===== config.mk =====
export PLATFORM = sky130hd
export DESIGN_NAME = ald_key_conditioner
export DESIGN_NICKNAME = d
export VERILOG_FILES = /design/src/rtl/ald_pkg.sv /design/src/rtl/ald_key_chan.sv /design/src/rtl/ald_key_conditioner.sv
export SDC_FILE = /design/constraint.sdc
export NUM_CORES = 1
export LEC_CHECK = 0
export BUFFER_PORTS_ARGS = -buffer_cell sky130_fd_sc_hd__buf_2
export CELL_PAD_IN_SITES_DETAIL_PLACEMENT = 1
export CELL_PAD_IN_SITES_GLOBAL_PLACEMENT = 2
export CORE_ASPECT_RATIO = 1.4
export CORE_MARGIN = 8
export CORE_UTILIZATION = 35
export DETAILED_ROUTE_END_ITERATION = 12
export PLACE_DENSITY = 0.85
export SETUP_SLACK_MARGIN = 0.02
export SLEW_MARGIN = 20
export SYNTH_ARGS = -nofsm -noshare
export SYNTH_HDL_FRONTEND = slang
export SYNTH_SLANG_ARGS = --single-unit

===== constraint.sdc =====
create_clock -name CLOCK_50 -period 2.05 [get_ports CLOCK_50]
set_input_delay 0.41 -clock CLOCK_50 [delete_from_list [all_inputs] [get_ports CLOCK_50]]
set_output_delay 0.41 -clock CLOCK_50 [all_outputs]
set_load 0.01 [all_outputs]

===== src/rtl/ald_pkg.sv =====
// Shared constants and types for the ALD key conditioner: channel map,
// event state encoding and default timing for a 50 MHz clock.
package ald_pkg;

   localparam int CH_START = 0;
   localparam int CH_STOP  = 1;
   localparam int CH_TP1   = 2;
   localparam int CH_TP2   = 3;
   localparam int CH_TP3   = 4;
   localparam int CH_TR    = 5;
   localparam int N_CH_DEF = 6;

   localparam int DEBOUNCE_CYC_DEF = 500000;
   localparam int STUCK_CYC_DEF    = 250000000;

   typedef enum logic [1:0] {
      EV_IDLE   = 2'd0,
      EV_PEND   = 2'd1,
      EV_ACTIVE = 2'd2
   } ev_state_t;

   // Counter width able to hold values up to n-1, never narrower than one bit.
   function automatic int cnt_width(input int n);
      return (n < 2) ? 1 : $clog2(n);
   endfunction

endpackage


===== src/rtl/ald_key_chan.sv =====
// One key channel: two-flop synchronizer, debounce, scan-aligned press
// event FSM and stuck-key timer.
module ald_key_chan
   import ald_pkg::*;
#(
   parameter int DEBOUNCE_CYC = DEBOUNCE_CYC_DEF,
   parameter int STUCK_CYC    = STUCK_CYC_DEF
) (
   input  logic clk,
   input  logic rst,
   input  logic key_n,
   input  logic scan_wrap,
   input  logic inhibit,
   output logic level,
   output logic press,
   output logic overrun,
   output logic stuck
);

   localparam int DEB_W = cnt_width(DEBOUNCE_CYC);
   localparam int STK_W = cnt_width(STUCK_CYC + 1);
   localparam logic [DEB_W-1:0] DEB_MAX = DEB_W'(DEBOUNCE_CYC - 1);
   localparam logic [STK_W-1:0] STK_MAX = STK_W'(STUCK_CYC);

   logic             sync1_reg, sync2_reg;
   logic             level_reg, level_next, level_q_reg;
   logic [DEB_W-1:0] deb_cnt_reg, deb_cnt_next;
   ev_state_t        state_reg, state_next;
   logic             again_reg, again_next;
   logic             overrun_reg, overrun_next;
   logic [STK_W-1:0] stuck_cnt_reg, stuck_cnt_next;
   logic             sample, rise;

   assign sample = ~sync2_reg;
   assign rise   = level_reg & ~level_q_reg;

   always_ff @(posedge clk) begin
      if (!rst) begin
         sync1_reg     <= 1'b1;
         sync2_reg     <= 1'b1;
         level_reg     <= 1'b0;
         level_q_reg   <= 1'b0;
         deb_cnt_reg   <= '0;
         state_reg     <= EV_IDLE;
         again_reg     <= 1'b0;
         overrun_reg   <= 1'b0;
         stuck_cnt_reg <= '0;
      end else begin
         sync1_reg     <= key_n;
         sync2_reg     <= sync1_reg;
         level_reg     <= level_next;
         level_q_reg   <= level_reg;
         deb_cnt_reg   <= deb_cnt_next;
         state_reg     <= state_next;
         again_reg     <= again_next;
         overrun_reg   <= overrun_next;
         stuck_cnt_reg <= stuck_cnt_next;
      end
   end

   always_comb begin
      level_next   = level_reg;
      deb_cnt_next = '0;
      if (sample != level_reg) begin
         if (deb_cnt_reg == DEB_MAX) begin
            level_next = ~level_reg;
         end else begin
            deb_cnt_next = deb_cnt_reg + DEB_W'(1);
         end
      end
   end

   // A rise seen while ACTIVE is remembered and re-armed at the wrap, so the
   // controller always sees press drop for at least one cycle between events.
   always_comb begin
      state_next   = state_reg;
      again_next   = again_reg;
      overrun_next = overrun_reg;
      if (inhibit) begin
         state_next = EV_IDLE;
         again_next = 1'b0;
      end else begin
         case (state_reg)
            EV_IDLE: begin
               if (rise) state_next = EV_PEND;
            end
            EV_PEND: begin
               if (rise)      overrun_next = 1'b1;
               if (scan_wrap) state_next   = EV_ACTIVE;
            end
            EV_ACTIVE: begin
               if (rise) begin
                  if (again_reg) overrun_next = 1'b1;
                  again_next = 1'b1;
               end
               if (scan_wrap) begin
                  state_next = (again_reg || rise) ? EV_PEND : EV_IDLE;
                  again_next = 1'b0;
               end
            end
            default: begin
               state_next = EV_IDLE;
               again_next = 1'b0;
            end
         endcase
      end
   end

   always_comb begin
      stuck_cnt_next = '0;
      if (level_reg) begin
         stuck_cnt_next = (stuck_cnt_reg == STK_MAX) ? stuck_cnt_reg
                                                     : stuck_cnt_reg + STK_W'(1);
      end
   end

   assign level   = level_reg;
   assign press   = (state_reg == EV_ACTIVE);
   assign overrun = overrun_reg;
   assign stuck   = level_reg && (stuck_cnt_reg == STK_MAX);

endmodule


===== src/rtl/ald_key_conditioner.sv =====
// Key input stage for the ALD ladder controller: per-channel conditioning
// with stop-over-start priority applied across channels.
module ald_key_conditioner
   import ald_pkg::*;
#(
   parameter int N_CH         = N_CH_DEF,
   parameter int DEBOUNCE_CYC = DEBOUNCE_CYC_DEF,
   parameter int STUCK_CYC    = STUCK_CYC_DEF,
   parameter int START_IDX    = CH_START,
   parameter int STOP_IDX     = CH_STOP
) (
   input  logic            CLOCK_50,
   input  logic            rst,
   input  logic [N_CH-1:0] key_n,
   input  logic            scan_wrap,
   output logic [N_CH-1:0] level,
   output logic [N_CH-1:0] press,
   output logic [N_CH-1:0] overrun,
   output logic [N_CH-1:0] stuck
);

   logic [N_CH-1:0] chan_press;

   generate
      for (genvar gi = 0; gi < N_CH; gi++) begin : g_chan
         // Only the start channel is held off, and only while stop is down.
         logic hold_off;
         if (gi == START_IDX) begin : g_start
            assign hold_off = level[STOP_IDX];
         end else begin : g_other
            assign hold_off = 1'b0;
         end

         ald_key_chan #(
            .DEBOUNCE_CYC (DEBOUNCE_CYC),
            .STUCK_CYC    (STUCK_CYC)
         ) u_chan (
            .clk       (CLOCK_50),
            .rst       (rst),
            .key_n     (key_n[gi]),
            .scan_wrap (scan_wrap),
            .inhibit   (hold_off),
            .level     (level[gi]),
            .press     (chan_press[gi]),
            .overrun   (overrun[gi]),
            .stuck     (stuck[gi])
         );

         assign press[gi] = chan_press[gi] & ~hold_off;
      end
   endgenerate

endmodule

# After elaboration in Yosys (flattened, before gate mapping)
# Index checks and enable logic that the tools add are counted.
# Widths: inputs -> output; s select.
[word_totals] regBits=330 output_inout_bits=24 word_cells=304
[classes] n_addsub=12 n_eq_ne=72 muxes=61 bitwise_logic=38 n_reduce_logical=67
[op_table] cell="$add 28x1->28 const B" count=6
[op_table] cell="$eq 28x28->1 const B" count=6
[op_table] cell="$add 19x1->19 const B" count=6
[op_table] cell="$eq 19x19->1 const B" count=6
[op_table] cell="$ne 2x2->1 const B" count=24
[op_table] cell="$pmux 2 s3" count=6
[op_table] cell="$reduce_and 2->1" count=18
[op_table] cell="$not 1->1" count=31
[op_table] cell="$mux 1" count=30
[op_table] cell="$mux 2" count=13
[op_table] cell="$ne 2x1->1 const B" count=12
[op_table] cell="$pmux 1 s2" count=12
[op_table] cell="$reduce_and 4->1" count=5
[op_table] cell="$ne 3x3->1 const B" count=6
[op_table] cell="$reduce_and 3->1" count=6
[op_table] cell="$reduce_or 3->1" count=6
[op_table] cell="$reduce_or 2->1" count=7
[op_table] cell="$eq 2x1->1 const B" count=6
[op_table] cell="$eq 2x2->1 const B" count=6
[op_table] cell="$logic_not 2->1" count=6
[op_table] cell="$reduce_bool 2->1" count=6
[op_table] cell="$and 1x1->1" count=7
[op_table] cell="$logic_and 1x1->1" count=6
[op_table] cell="$logic_or 1x1->1" count=6
[op_table] cell="2 further kinds" count=7

# Depth between registers and ports, before layout
[logic_depth] depth_word=6 depth_mapped=8

# Hierarchy
# Synthesis repeated with hierarchy kept, for this count alone.
[unflattened] hier_cells=1895 area_unflattened_um2=16145.5
[modules_own_cells] mod="ald_key_chan at g_chan[0].u_chan ..." n_inst=5 cells_each=314 area_each_um2=2673.8 seq_area_each_um2=1101.1
[modules_own_cells] mod="ald_key_chan at g_chan[5].u_chan" n_inst=1 cells_each=317 area_each_um2=2713.9 seq_area_each_um2=1101.1
[modules_own_cells] mod="ald_key_conditioner" n_inst=1 cells_each=8 area_each_um2=62.6 seq_area_each_um2=0.0

# Worst setup path after synthesis
# No wires, ideal clock.
[synth_timing] kind="register to output" startpoint="register g_chan[0].u_chan.stuck_cnt_reg[0]" endpoint="output port stuck[0]" arrival_ns=1.681 t_required_ns=1.640 slack_ns=-0.041 stages_incl_launch_ff=8 path_cell_list="dfxtp_1 inv_1 ha_1 nand2_1 or4b_4 nor4_4 and2_2 buf_4"
[synth_via] elab_chain_cells=2
[synth_lines] element="start: declaration" line="ald_key_chan.sv:31" text="logic [STK_W-1:0] stuck_cnt_reg, stuck_cnt_next;"
[synth_lines] element="start signal: assignment" line="ald_key_chan.sv:57" text="stuck_cnt_reg <= stuck_cnt_next;"
[synth_lines] element="$eq 28x28->1" line="ald_key_chan.sv:120" text="assign stuck = level_reg && (stuck_cnt_reg == STK_MAX);"
[synth_lines] element="$logic_and 1x1->1" line="ald_key_chan.sv:120"
[synth_lines] element="end: declaration" line="ald_key_conditioner.sv:19" text="output logic [N_CH-1:0] stuck"
# Every way passes these cells.

# Final worst setup path
[layout_timing] startpoint="register g_chan[4].u_chan.stuck_cnt_reg[11]" endpoint="output port stuck[4]"
[layout_via] elab_chain_cells=2
[layout_lines] element="start: declaration" line="ald_key_chan.sv:31"
[layout_lines] element="start signal: assignment" line="ald_key_chan.sv:57"
[layout_lines] element="$eq 28x28->1" line="ald_key_chan.sv:120"
[layout_lines] element="$logic_and 1x1->1" line="ald_key_chan.sv:120"
# Every way passes these cells.

==> impl_metrics.json <==
{
  "setup_viol": 6,
  "maxCapViolations": 0,
  "arrival_ns": 2.13,
  "fillerInstances": 4836,
  "utilization": 0.418,
  "slew_viol_final": 0,
  "status": "finished with violations",
  "p_seq_frac": 0.487,
  "io_buffers": 32,
  "grt_overflow": 0,
  "clk_latency_ns": 0.52,
  "dr.pass1.iters": 4,
  "path_max_fanout": 2,
  "r2r-start": "g_chan[0].u_chan.stuck_cnt_reg[0]",
  "worstHoldStart": "key_n[2]",
  "r2r_cells": 9,
  "min_period_ns": 2.54,
  "placed_area_sq_um": 16000,
  "criticalPathCategory": "register to output port",
  "fin_crit_sh": 1.24,
  "critPathLaunchType": "register",
  "grt_pass1_vias": 12500,
  "chipWidth_microns": 190,
  "switchingPower_w": 0.00269,
  "max_freq_mhz": 393,
  "ys_seq_area_frac": 0.445,
  "drt-total-wl_microns": 34800,
  "cts-root-buf": "clkbuf_16",
  "cts_made_buffers": 36,
  "register_area_sq_um": 6650,
  "p_sw_frac": 0.203,
  "end_kind": "output port",
  "start_util": 0.354,
  "globalplace.congestion": 0.775,
  "rsz0062_at_grt": "yes",
  "dr.first_iter.drc_count": 313,
  "drive_gt1_frac": 0.153,
  "syn_area_sq_um": 14800,
  "die_height_microns": 260,
  "p_total_w": 0.0132,
  "grt_pass1_wl_microns": 59200,
  "cpMaxStageDelayCell": "or4_1",
  "slew_headroom": 0.602,
  "rows": 89,
  "critPathBufInv": 1,
  "largest_reg_flops": 168,
  "peakVddDrop_mv": 0.637,
  "yosysWarnings": 0,
  "viasPerCell": 4.97,
  "synth_edf_count": 0,
  "ys_types": 50,
  "cts_sinks": 330,
  "final_nets": 1840,
  "finalNonFillerCells": 2384,
  "core_area_sq_um": 42000,
  "cts_tree": "done",
  "fin_skew_ns": 0.0105,
  "violations": "negative setup slack",
  "synth_ff_type": "dfxtp_1",
  "antenna_found_initial": 0,
  "min_to": "g_chan[2].u_chan.sync1_reg",
  "final_cell_mix": "nor2_1 (342), dfxtp_1 (302), xor2_1 (168)",
  "dp_cells": 2312,
  "syn-num-nets": 1741,
  "ant_nets": 0,
  "cpPeakStageDelay_ns": 0.50,
  "min_path_type": "input pin to register",
  "syn_inst": 1714,
  "dieArea_sq_um": 49300,
  "hold_buffers": 0,
  "p_leak_nw": 6.02,
  "crit_path_cell_trace": "nor4b_4 -> nand4_1 -> or4_1 -> nor2_1 -> buf_2",
  "finalHoldViolCount": 0,
  "final_cell_area_sq_um": 17600,
  "hpwlAfterDp_microns": 24500,
  "combPwrFrac": 0.007,
  "post_synth.cell_area_avg_sq_um": 8.66,
  "io_pins": 33,
  "fin_ws_ns": -0.495,
  "power_density_nw_per_um2": 753,
  "multi_input_area_sq_um": 7900,
  "grt_max_degree": 30,
  "cts_buffer_depth": 3,
  "ys_ff_latch": 330,
  "wl_per_cell_microns": 14.6,
  "drc_errors": 0,
  "clkTransAtPathRegs_ns": 0.06,
  "crit_required_ns": 1.64,
  "p_int_w": 0.0105,
  "r2r-end": "g_chan[0].u_chan.stuck_cnt_reg[1]",
  "htreeDepth": 2,
  "tightestPinTransition_ns": 0.597,
  "syn_to_final_growth_pct": 18.3,
  "layout_commonest_cell": "nor2_1",
  "whs_ns": 0.0697,
  "reg2reg_slack_ns": 0.13,
  "async_reset_ff_frac": 0,
  "worst-path-stages": 5,
  "path_delay_family": "simple AND/OR/NAND/NOR gates",
  "vias": 11800,
  "globalRouteTotalUtil": 0.139,
  "pwr-share-clk": 0.506,
  "antenna_cells": 0,
  "min_path_cells": 2
}
[metrics by stage]
step,TNS [ns],worst slack [ns]
after floorplan,0,0.0350
after global placement,0,0.0948
after detailed placement,0,0.0579
after CTS,-2.48,-0.505
after global routing,-2.67,-0.566
final,-2.04,-0.495
[final cells by class]
class                   instances  share of cell area
inverters                      52              0.0111
clock buffers                  51              0.0597
repair buffers                127              0.0522
multi-input cells            1266               0.450
flip-flops and latches        330               0.379
well taps                     546              0.0389
clock inverters                12             0.00955
[logic make-up (layout without fill, tap and decap cells)]
group	Yosys count	in the layout	share of synthesized area
xor+xnor	256	256	0.151
mux	13	13	0.00877
fa+ha+maj	18	18	0.0152
buf+inv	118	242	0.0373
flops	330	330	0.445
simple gates	914	914	0.319
compound gates	65	65	0.0240
[cell usage after synthesis (24+ instances only)]
cell type  number  share of area
xor2_1        168          0.099
clkbuf_1       27         0.0068
and3_1         39          0.016
o21ai_0        26         0.0088
buf_4          24          0.012
nor2_1        343          0.087
nand2_1       129          0.033
dfxtp_1       330           0.45
xnor2_1        88          0.052
nand3_1       133          0.045
inv_1          52          0.013
a21oi_1        30          0.010
nand4_1        72          0.030
nor3_1         29         0.0098
[how the worst max path moves through the flow]
stage,to,from,slack (ns)
CTS,stuck[4],g_chan[4].u_chan.stuck_cnt_reg[3],-0.51
global placement,stuck[4],g_chan[4].u_chan.stuck_cnt_reg[8],0.09
global route,stuck[0],g_chan[0].u_chan.stuck_cnt_reg[0],-0.57
detailed placement,stuck[4],g_chan[4].u_chan.stuck_cnt_reg[3],0.06
floorplan,stuck[0],g_chan[0].u_chan.stuck_cnt_reg[0],0.03
finish,stuck[4],g_chan[4].u_chan.stuck_cnt_reg[11],-0.49
[metal layers]
layer	track usage	part of all wire
met5	0	0
met4	0.0453	0.024
met2	0.267	0.53
met3	0.0202	0.023
met1	0.154	0.42
[what timing repair did]
item	CTS	global route
resized for setup	27	50
endpoints found under the setup margin	7	24
pin swaps	9	18
buffers inserted	3	6
[power by group through the flow]
stage	combinational [W]	sequential [W]	clock (W)
after floorplan	0.0000584	0.00657	0
after global placement	0.0000919	0.00658	0
after detailed placement	0.0000950	0.00658	0
after CTS	0.0000962	0.00643	0.00693
after global routing	0.000105	0.00643	0.00717
final	0.0000935	0.00643	0.00669
No activity file was read; power rests on OpenSTA's default activity.
